--- src/rtl/memory_arbiter.sv ---
// Single-port RAM arbiter between instruction fetch and data load/store.
// Data wins simultaneous requests; one IDLE cycle separates transactions.
module memory_arbiter #(
    parameter int ADDR_W = 32,
    parameter int DATA_W = 32
) (
    input  logic              clk,
    input  logic              rst,
    input  logic              halt,
    input  logic              iread,
    input  logic [ADDR_W-1:0] iaddr,
    input  logic              dread,
    input  logic              dwrite,
    input  logic [ADDR_W-1:0] daddr,
    input  logic [DATA_W-1:0] dstore,
    output logic              ihit,
    output logic [DATA_W-1:0] iload,
    output logic              dhit,
    output logic [DATA_W-1:0] dload,
    output logic              ram_ren,
    output logic              ram_wen,
    output logic [ADDR_W-1:0] ram_addr,
    output logic [DATA_W-1:0] ram_store,
    input  logic [DATA_W-1:0] ram_load,
    input  logic              ram_ready
);

    typedef enum logic [1:0] {IDLE, DATA, INSTR} state_t;

    state_t            state_q, state_d;
    logic [ADDR_W-1:0] addr_q,  addr_d;
    logic [DATA_W-1:0] store_q, store_d;
    logic              wr_q,    wr_d;

    always_ff @(posedge clk) begin
        if (rst) begin
            state_q <= IDLE;
            addr_q  <= '0;
            store_q <= '0;
            wr_q    <= 1'b0;
        end else begin
            state_q <= state_d;
            addr_q  <= addr_d;
            store_q <= store_d;
            wr_q    <= wr_d;
        end
    end

    always_comb begin
        state_d   = state_q;
        addr_d    = addr_q;
        store_d   = store_q;
        wr_d      = wr_q;
        ihit      = 1'b0;
        iload     = '0;
        dhit      = 1'b0;
        dload     = '0;
        ram_ren   = 1'b0;
        ram_wen   = 1'b0;
        ram_addr  = '0;
        ram_store = '0;

        case (state_q)
            IDLE: begin
                if (!halt) begin
                    if (dread || dwrite) begin
                        state_d = DATA;
                        addr_d  = daddr;
                        wr_d    = dwrite;
                        store_d = dwrite ? dstore : '0;
                    end else if (iread) begin
                        state_d = INSTR;
                        addr_d  = iaddr;
                        wr_d    = 1'b0;
                        store_d = '0;
                    end
                end
            end

            DATA: begin
                if (wr_q) begin
                    // A granted write cannot be withdrawn; it runs to ram_ready.
                    ram_wen   = 1'b1;
                    ram_addr  = addr_q;
                    ram_store = store_q;
                    if (ram_ready) begin
                        dhit    = dwrite;
                        state_d = IDLE;
                    end
                end else if (dread || dwrite) begin
                    ram_ren  = 1'b1;
                    ram_addr = addr_q;
                    if (ram_ready) begin
                        dhit    = 1'b1;
                        dload   = ram_load;
                        state_d = IDLE;
                    end
                end else begin
                    state_d = IDLE;
                end
            end

            INSTR: begin
                if (iread) begin
                    ram_ren  = 1'b1;
                    ram_addr = addr_q;
                    if (ram_ready) begin
                        ihit    = 1'b1;
                        iload   = ram_load;
                        state_d = IDLE;
                    end
                end else begin
                    state_d = IDLE;
                end
            end

            default: state_d = IDLE;
        endcase

        // Keep the latched request clean whenever we sit in IDLE.
        if (state_d == IDLE) begin
            addr_d  = '0;
            store_d = '0;
            wr_d    = 1'b0;
        end
    end

endmodule
--- config.mk ---
export PLATFORM = sky130hd
export DESIGN_NAME = memory_arbiter
export DESIGN_NICKNAME = d
export VERILOG_FILES = /design/src/rtl/memory_arbiter.sv
export SDC_FILE = /design/constraint.sdc
export NUM_CORES = 1
export LEC_CHECK = 0
export CORE_MARGIN = 5
export CORE_UTILIZATION = 37
export CTS_CLUSTER_SIZE = 28
export DETAILED_ROUTE_END_ITERATION = 7
export GPL_ROUTABILITY_DRIVEN = 0
export GPL_TIMING_DRIVEN = 0
export PLACE_DENSITY = 0.82
export SLEW_MARGIN = 15
export SYNTH_ARGS = -nofsm -noshare
export SYNTH_HDL_FRONTEND = slang
export SYNTH_SLANG_ARGS = --single-unit
--- constraint.sdc ---
create_clock -name clk -period 2.2 [get_ports clk]
set_input_delay 0.44 -clock clk [delete_from_list [all_inputs] [get_ports clk]]
set_output_delay 0.44 -clock clk [all_outputs]
set_load 0.02 [all_outputs]
Yosys cells after proc, flatten, opt, wreduce, memory -nomap -nowiden
Index checks and enable logic that the tools add are counted.

Bitwise logic cells: 1. Equal/unequal tests: 2. Multiplexer cells: 40. Reductions and logical operators: 6.

Operator list (count): $mux W32 (16); $pmux W32 S2 (1); $mux W1 (14); $mux W2 (7); $pmux W2 S3 (1); $logic_not A2 Y1 (2); $reduce_and A3 Y1 (1); $eq A2 B1 Y1 const B (1); $eq A2 B2 Y1 const B (1); $pmux W1 S2 (1); $reduce_bool A2 Y1 (1); $reduce_or A2 Y1 (1); $logic_or A1 B1 Y1 (1); $not A1 Y1 (1).

Input bits: 135. Register bits after elaboration: 67. Output and inout bits: 132.

Longest topological paths before layout
Gate-level depths: netlist (run 1).

Depth in word-level cells: 6. Gate-level depth with buffers: 9. Gate-level depth less buffers: 6.

Least setup slack after synthesis (run 1)
Ideal clock, no wire load.

Path type: register to output. Start: register state_q[1]. End: output dload[10]. Path buffers: 2. Path slack: 0.144 ns. Cell stages (with the launch flop): 8. Arrival: 1.616 ns. Required time: 1.760 ns. Path through: dfxtp_1 inv_1 ha_1 clkbuf_1 nand2_1 nor3_1 clkbuf_1 and2_1.

Word-level cells in the longest chain between the ends: 2.

Ends and longest elaborated chain: start: declaration (RTL line 30) `state_t state_q, state_d;`; start signal: assignment (RTL line 42) `state_q <= state_d;`; $eq A2 B1 Y1 (RTL line 63) `case (state_q)`; $mux W32 (RTL line 63); end: declaration (RTL line 19) `output logic [DATA_W-1:0] dload,`.

No other way between the ends.

Final worst setup path (run 1)
Start: register state_q[1]. End: output ram_addr[27].

Word-level cells in the longest chain between the ends: 2. Elaborated cells on any way between the ends: 3. Those cells by class: 2 x eq/ne; 1 x mux.

Ends and longest elaborated chain: $eq A2 B2 Y1 or $eq A2 B1 Y1 (tied branches) (RTL line 63); $pmux W32 S2 * (RTL line 63); end: declaration (RTL line 22) `output logic [ADDR_W-1:0] ram_addr,`.

Mark *: on every way between the ends. The rest lies on a longest branch, timed or not.

==> results of run 1 <==
report_power, final:
part | switching [mW] | internal, mW | leakage (nW)
Sequential | 0.0385 | 1.28 | 0.545
Combinational | 0.516 | 0.535 | 2.69
Clock | 0.493 | 0.549 | 0.0991
Total | 1.05 | 2.37 | 3.33
timing repair:
| action | CTS | global route |
|---|---|---|
| pin swaps | 12 | 7 |
| setup endpoints to repair | 137 | 117 |
| cloned | 2 | 2 |
| buffers inserted | 10 | 6 |
| gates resized for setup | 576 | 149 |
cell type report:
class,instances,area [um2]
Fill cell,887,3402
Inverter,6,25.02
Sequential cell,67,1344
Buffer,56,397.9
Clock inverter,5,52.55
Timing Repair Buffer,283,2608
Multi-Input combinational cell,349,2648
Tap cell,140,175.2
Clock buffer,11,141.4
metal layers:
layer,vias to the layer above,track usage (%),share of wire [%],wire (um)
met5,-,0,0,0
met4,0,6.730,1.7,304
met3,25,6.078,7.0,1217
met2,191,44.86,50,8805
met1,2355,30.37,41,7165
li1,2327,-,-,-
logic make-up (layout without fill, tap and decap cells):
logic type / after synthesis / after routing
and+or+nand+nor: 206 / 206
AOI/OAI and AO/OA: 106 / 106
DFF: 67 / 67
buffers and inverters: 64 / 361
muxes: 33 / 33
adders and majority gates: 4 / 4
how the worst min path moves through the flow:
stage | from | end | cells after the start
after global routing | addr_q[4] | addr_q[4] | 2
after CTS | addr_q[6] | addr_q[6] | 2
after global placement | addr_q[7] | addr_q[7] | 2
after detailed placement | addr_q[27] | addr_q[27] | 2
after floorplan | addr_q[0] | addr_q[0] | 2
final | addr_q[7] | addr_q[7] | 2
worst min-delay path, stage by stage, from the launching register on:
cell	delay [ps]
dfxtp_1	310
nor2_1	100
a221oi_1	50
state kept, by name (all words and copies together) (netlist names):
| signal | flops |
|---|---|
| addr_q | 32 |
| state_q | 2 |
| wr_q | 1 |
| store_q | 32 |
synth_stat cells, types with 4 or more instances:
cell / instances
and4_1: 32
and3_1: 65
buf_2: 20
nor2_1: 34
and2_1: 65
ha_1: 4
clkbuf_1: 33
a21oi_1: 67
inv_1: 6
mux2i_1: 33
dfxtp_1: 67
a221oi_1: 22
a221oi_2: 10
==> impl_metrics.ini, run 1 <==
[cells_and_area]
final_cell_mix = 130 x clkdlybuf4s50_1, 66 x a21oi_1, 65 x dfxtp_1
stdcell_count = 917
post-route-util_pct = 68.48
design_area_um2 = 7391
diodes = 0
num-nets-final = 911
drive_above_1_share_pct = 34.36
final_common_cell = clkdlybuf4s50_1
areaGrowthSynthToFinish_pct = 82.88

[sta]
relSlewSlack_pct = 52.64
finalHoldViolCount = 0
maxSlewViolCount = 0
period_needed_ps = 2257
fin_skew_ps = 10.86
finalSetupViolations = 29
period_share_pct = 102.6
setup-tns-final_ps = -992.8
setup_ws_ps = -56.76
worstMarginPinSlew_ps = 699.3
rsz0062_at_grt = true
fmax_mhz = 443.1
hold_ws_ps = 505.6

[clocking]
cts.clk_slew.worst_paths_ps = 80
cts_buffers = 9
ctsRootBufferMaster = clkbuf_8
cts.sinks = 67
htree_levels = 3
clock_tree.buffer_depth = 2
clock_latency_ps = 360
cts_hold_buf = 0
cts_tree = done

[floorplan]
die_area_um2 = 13110
core_area_um2 = 10790
dieWidth_um = 114.5
io_pins = 267
row_count = 38
initial_core_util_pct = 37.44
fp.dieH_um = 114.5

[placed_design]
postPlaceCellArea_um2 = 6869
numPortBuffers = 265
hpwlAfterDp_um = 13310
dpl.cell_count = 885
place_ws_ps = -1072

[logic_synthesis]
synth-xor-area-share_pct = 0
synth_cell_type_count = 29
syn_area_um2 = 4041
synth_top_family_by_area = simple AND/OR/NAND/NOR gates
yosysWarnings = 0
synth_compound_area_share_pct = 18.36
netlist_top_cells_area = dfxtp_1 33%, and2_1 10%, and3_1 10%
async_flop_share_pct = 0
synth-seq-cells = 67
synthAdderAreaFrac_pct = 1.238
avgSynthCellArea_um2 = 8.420
synth-main-ff-cell = dfxtp_1
yosysTopAreaCell = dfxtp_1
synth-simple-area-share_pct = 31.83
synthMuxAreaShare_pct = 8.173
synth_edf_count = 0
yosysSeqAreaShare_pct = 33.19
syn_nets = 619
syn_inst = 480
synth_top_cell_area_share_pct = 33.19

[worst_setup_path]
r2r_end = addr_q[16]
start_kind = register
cp.depth = 9
crit_end = ram_addr[27]
cp_cell_sequence = inv_4, ha_4, buf_6, o31ai_4, nand2_4, buf_4, buf_6, and3_4, buf_6
slowest_delay_ps = 360
arrival_ps = 1820
worstPathRequired_ps = 1760
path_common_cell = buf_6
rr_startpoint = state_q[1]
worstSetupEndpointType = output pin
critPathSlowestCell = dfxtp_2
reg2regPathDepth = 11
crit_buf_inv = 5
critPathLaunch = state_q[1]
r2r_slack_ps = 100
critPathTopFamily = buffers and inverters
critPathMaxFanout = 7
critPathKind = register to output pin

[drt]
vias_per_cell = 5.341
drcViolationCount = 0
antenna_left = 0
drt_iter0_drc = 320
dr_total_vias = 4898
routedWlPerCell_um = 19.08
routed_wirelength_um = 17490
first_pass_iters = 7

[hold_path]
min_path_type = register to register

[pwr]
vdd_drop_max_uv = 437.2
p_leak_nw = 3.330
p_per_area_nw_per_um2 = 462.2
power_mw = 3.416

[global_routing]
antenna_found_initial = 0
first_global_vias = 5030
grt_start_max_net_pins = 12
grtUsageTotal_pct = 25.28
grt_pass1_wl_um = 26420
overflow = 0

[job]
drv_cap = 0

[run_status]
violations = negative setup slack
run_status = finished, violations left
No activity file was read; power rests on OpenSTA's default activity.
==> inputs of run 2 (changes only) <==
--- a/config.mk
+++ b/config.mk
@@ -6,12 +6,12 @@
 export NUM_CORES = 1
 export LEC_CHECK = 0
 export CORE_MARGIN = 5
-export CORE_UTILIZATION = 37
+export CORE_UTILIZATION = 45
 export CTS_CLUSTER_SIZE = 28
 export DETAILED_ROUTE_END_ITERATION = 7
+export DONT_BUFFER_PORTS = 1
 export GPL_ROUTABILITY_DRIVEN = 0
 export GPL_TIMING_DRIVEN = 0
-export PLACE_DENSITY = 0.82
 export SLEW_MARGIN = 15
 export SYNTH_ARGS = -nofsm -noshare
 export SYNTH_HDL_FRONTEND = slang
==> run 2 against run 1 <==
Against the previous run:
- the run now ends clean
- critical path type unchanged
- non-clock buffer count down 277
- total power shrank 16%
- utilization fell by 15 points
- sequential share of layout area is 11 points higher
- setup slack improved by 130 ps
==> impl_metrics.ini, run 2 (same netlist as run 1, synthesis figures left out) <==
[sta]
finalSetupViolations = 0
maxSlewViolCount = 0
finalHoldViolCount = 0
period_share_pct = 96.55
setup-tns-final_ps = 0
worstMarginPinSlew_ps = 618.6
hold_ws_ps = 336.9
fin_skew_ps = 14.41
relSlewSlack_pct = 58.11
fmax_mhz = 470.8
period_needed_ps = 2124

[clocking]
clock_latency_ps = 340
htree_levels = 3
cts.sinks = 67
ctsRootBufferMaster = clkbuf_8
clock_tree.buffer_depth = 2
cts_buffers = 9
cts.clk_slew.worst_paths_ps = 70
cts_hold_buf = 0
cts_tree = done

[global_routing]
overflow = 0
met2_usage_pct = 36.33
use_met1_pct = 31.53
first_global_vias = 3822
grt_start_max_net_pins = 12
grt_use_met3_pct = 11.34
grt_pass1_wl_um = 21350
top_usage_layer = met2
grtUsageTotal_pct = 24.09
antenna_found_initial = 1

[pwr]
vdd_drop_max_uv = 365.9
power_mw = 2.862
switching_share_pct = 32.59
internal_power_mw = 1.929
switchingPower_uw = 932.6
p_leak_nw = 1.993
p_per_area_nw_per_um2 = 614.5
clock_power_share_pct = 30.8
seq_power_share_pct = 46.1
p_comb_share_pct = 23.1

[cells_and_area]
final_cell_mix = 67 x a21oi_1, 65 x dfxtp_1, 39 x and2_2
areaGrowthSynthToFinish_pct = 15.23
reg.largest.list = addr_q: 32 flops, store_q: 32 flops, state_q: 2 flops
post-route-util_pct = 53.40
final_common_cell = a21oi_1
drive_above_1_share_pct = 35.00
diodes = 0
num-nets-final = 634

[worst_setup_path]
reg2regPathDepth = 8
worstSetupEndpointType = output pin
start_kind = register
r2r_end = store_q[3]
worstPathRequired_ps = 1760
critPathLaunch = state_q[0]
critPathKind = register to output pin
arrival_ps = 1680
rr_startpoint = state_q[0]
r2r_slack_ps = 220
critPathMaxFanout = 10

[placed_design]
hpwlAfterDp_um = 10760
numPortBuffers = 0

[drt]
vias_per_cell = 6.209
first_pass_iters = 4
antenna_left = 0
drt_iter0_drc = 121
routedWlPerCell_um = 23.09
drcViolationCount = 0
dr_total_vias = 3775
routed_wirelength_um = 14040

[hold_path]
worstHoldPathCells = 2
min_from = daddr[2]
min_path_type = input port to register
min_to = addr_q[2]

[floorplan]
die_area_um2 = 10980
dieWidth_um = 104.8
fp.dieH_um = 104.8
initial_core_util_pct = 46.34
io_pins = 267
core_area_um2 = 8721
row_count = 34

[job]
drv_cap = 0

[run_status]
run_status = completed
-- run 2: cell types whose count changed in the layout (fill, tap and decap cells not counted), sizes merged --
cell           delta
clkbuf           -19
clkdlybuf4s50   -130
buf             -107
clkdlybuf4s15    -14
dlygate4sd2       -7
bufinv            -1
clkinvlp          +1
-- run 2: worst max-delay path: stages, from the launching register on --
cell and delay, ps:
dfxtp_2 370, inv_1 90, ha_1 230, nand2_2 100, nand2_4 80, clkbuf_4 200
and3_2 270
-- run 2: area by class of cell --
type | instances | area [um2]
fill | 840 | 4064
multi-input combinational | 349 | 2605
sequential | 67 | 1344
buffer | 56 | 331.6
tap | 108 | 135.1
clock buffer | 11 | 131.4
timing repair buffer | 6 | 57.56
clock inverter | 5 | 30.03
inverter | 6 | 22.52
-- run 2: per-layer routing --
layer	up-vias	wire, um
li1	1777	-
met1	1813	6048
met2	175	6372
met3	10	1506
met4	0	109
met5	-	0
-- run 2: stage by stage --
| step | cells | area (um2) | worst slack (ps) |
|---|---|---|---|
| global placement | 588 | 4177 | -444.0 |
| CTS | 608 | 4609 | 1.111 |
| finish | 608 | 4657 | 75.81 |
| global route | 608 | 4657 | -1.550 |
| detailed placement | 588 | 4177 | -621.1 |
| floorplan | 480 | 4041 | 143.5 |
-- run 2: how the worst max path moves through the flow --
stage	endpoint	slack, ps	cells past startpoint
2_1_floorplan	dload[10]	140	7
5_1_grt	dload[18]	-2	7
3_3_place_gp	dload[20]	-440	7
6_report	ram_addr[26]	80	6
4_1_cts	dload[26]	1	7
3_5_place_dp	dload[20]	-620	7
-- run 2: power groups by stage --
stage / registers, mW / clock network (mW) / logic, mW
floorplan: 1.33 / 0 / 0.464
global placement: 1.34 / 0 / 0.598
detailed placement: 1.34 / 0 / 0.604
CTS: 1.32 / 0.897 / 0.654
global route: 1.33 / 0.957 / 0.728
finish: 1.32 / 0.881 / 0.662
-- run 2: what timing repair did --
action,in CTS,in global routing
endpoints found under the hold margin,0,0
gates resized for setup,135,31
cloned,1,0
endpoints found under the setup margin,125,113
buffers inserted,4,1
pin swaps,1,1
==> inputs of run 3 (changes only) <==
==> constraint.sdc (replaced) <==
create_clock -name clk -period 2.6 [get_ports clk]
set_input_delay 0.52 -clock clk [delete_from_list [all_inputs] [get_ports clk]]
set_output_delay 0.52 -clock clk [all_outputs]
set_load 0.02 [all_outputs]
==> run 3 against run 2 <==
Against the previous run:
- sequential share of layout area rose by 1.6 points
- clock skew shrank 3.1 ps
- total power is 17% lower
- register-to-register slack gained 260 ps
- critical endpoint is now ram_addr[30]
- highest routed layer unchanged
==> impl_metrics.ini, run 3 (same netlist as run 1, synthesis figures left out) <==
[run_status]
run_status = completed

[pwr]
switching_share_pct = 32.61
clock_power_share_pct = 31.1
p_per_area_nw_per_um2 = 540.0
p_comb_share_pct = 22.1
seq_power_share_pct = 46.9
p_leak_nw = 1.901
switchingPower_uw = 776.1
internal_power_mw = 1.604
vdd_drop_max_uv = 286.0

[floorplan]
die_area_um2 = 10980
initial_core_util_pct = 46.34
dieWidth_um = 104.8
io_pins = 267
fp.dieH_um = 104.8
row_count = 34
core_area_um2 = 8721

[global_routing]
grt_pass1_wl_um = 20810
grt_start_max_net_pins = 12
antenna_found_initial = 1
first_global_vias = 3779
grtUsageTotal_pct = 23.49
overflow = 0

[worst_setup_path]
start_kind = register
critPathLaunch = state_q[1]
arrival_ps = 1970
critPathKind = register to output pin
worstSetupEndpointType = output pin
critPathMaxFanout = 10
rr_startpoint = state_q[0]
worstPathRequired_ps = 2080

[sta]
worstMarginPinSlew_ps = 622.8
rsz0062_at_grt = false
finalSetupViolations = 0
period_share_pct = 95.80
fin_skew_ps = 11.32
fmax_mhz = 401.5
maxSlewViolCount = 0
finalHoldViolCount = 0
period_needed_ps = 2491
relSlewSlack_pct = 57.82

[clocking]
clock_latency_ps = 340
clock_tree.buffer_depth = 2
ctsRootBufferMaster = clkbuf_8
cts_tree = done
htree_levels = 3
cts.sinks = 67
cts.clk_slew.worst_paths_ps = 70
cts_buffers = 9
cts_hold_buf = 0

[drt]
routed_wirelength_um = 13800
antenna_left = 0
first_pass_iters = 4
routedWlPerCell_um = 22.84
dr_total_vias = 3748
drt_iter0_drc = 142
vias_per_cell = 6.205
drcViolationCount = 0

[cells_and_area]
stdcell_count = 604
diodes = 0
reg.largest.list = addr_q: 32 flops, store_q: 32 flops, state_q: 2 flops
areaGrowthSynthToFinish_pct = 9.040
final_cell_mix = 67 x a21oi_1, 67 x dfxtp_1, 65 x and3_1
drive_above_1_share_pct = 16.53
post-route-util_pct = 50.53
num-nets-final = 630

[hold_path]
min_path_type = input port to register
min_from = daddr[2]

[placed_design]
dpl.cell_count = 588
numPortBuffers = 0
hpwlAfterDp_um = 10760

[job]
drv_cap = 0
## run 3: cell count changes in the layout (fill, tap and decap cells not counted), sizes merged
cell / delta
buf: -6
clkbuf: +2
## run 3: what timing repair did
action                                  4_1_cts  5_1_grt
pin swaps                                     0        1
endpoints found under the setup margin       64       62
resized for setup                            12       32
buffers inserted                              0        1
## run 3: worst paths after layout
path | endpoint | slack (ps) | cells past startpoint
max | ram_addr[30] | 110 | 6
min | addr_q[2] | 420 | 2
max reg2reg | store_q[15] | 480 | 8
min reg2reg | addr_q[4] | 500 | 2
## run 3: worst max-delay path: stages, from the launching register on
cell and delay, ps:
dfxtp_1 350, inv_1 150, ha_4 210, o31ai_2 90
nand2_2 140, clkbuf_1 330, and3_1 370
## run 3: per-layer routing
layer  GRT usage, %  share of wire (%)
met1          30.81                 42
met2          34.04                 45
met3          12.64                 13
met4          5.388               0.54
met5              0                  0
## run 3: final cells by class
type / count / area, um2
buffer: 57 / 284.0
clock buffer: 11 / 131.4
clock inverter: 5 / 30.03
fill: 866 / 4314
inverter: 6 / 22.52
multi-input combinational: 349 / 2455
sequential: 67 / 1341
tap: 108 / 135.1
timing repair buffer: 1 / 7.507
## run 3: power by group through the flow
stage          logic [mW]  clock network, mW  registers, mW
2_1_floorplan       0.393                  0           1.13
3_3_place_gp        0.506                  0           1.13
5_1_grt             0.581              0.810           1.12
3_5_place_dp        0.511                  0           1.14
6_report            0.525              0.739           1.12
4_1_cts             0.518              0.759           1.11
## run 3: through the flow
stage                     worst slack, ps  setup TNS (ps)  total power [mW]  hold slack (ps)  cell area [um2]
after floorplan                     463.5               0             1.522            471.8             4041
after global placement             -124.0           -1987             1.641            480.7             4177
final                               109.2               0             2.380            420.6             4407
after CTS                           13.08               0             2.391            405.7             4360
after global routing                1.243               0             2.512            413.1             4407
after detailed placement           -301.1           -6622             1.648            481.7             4177
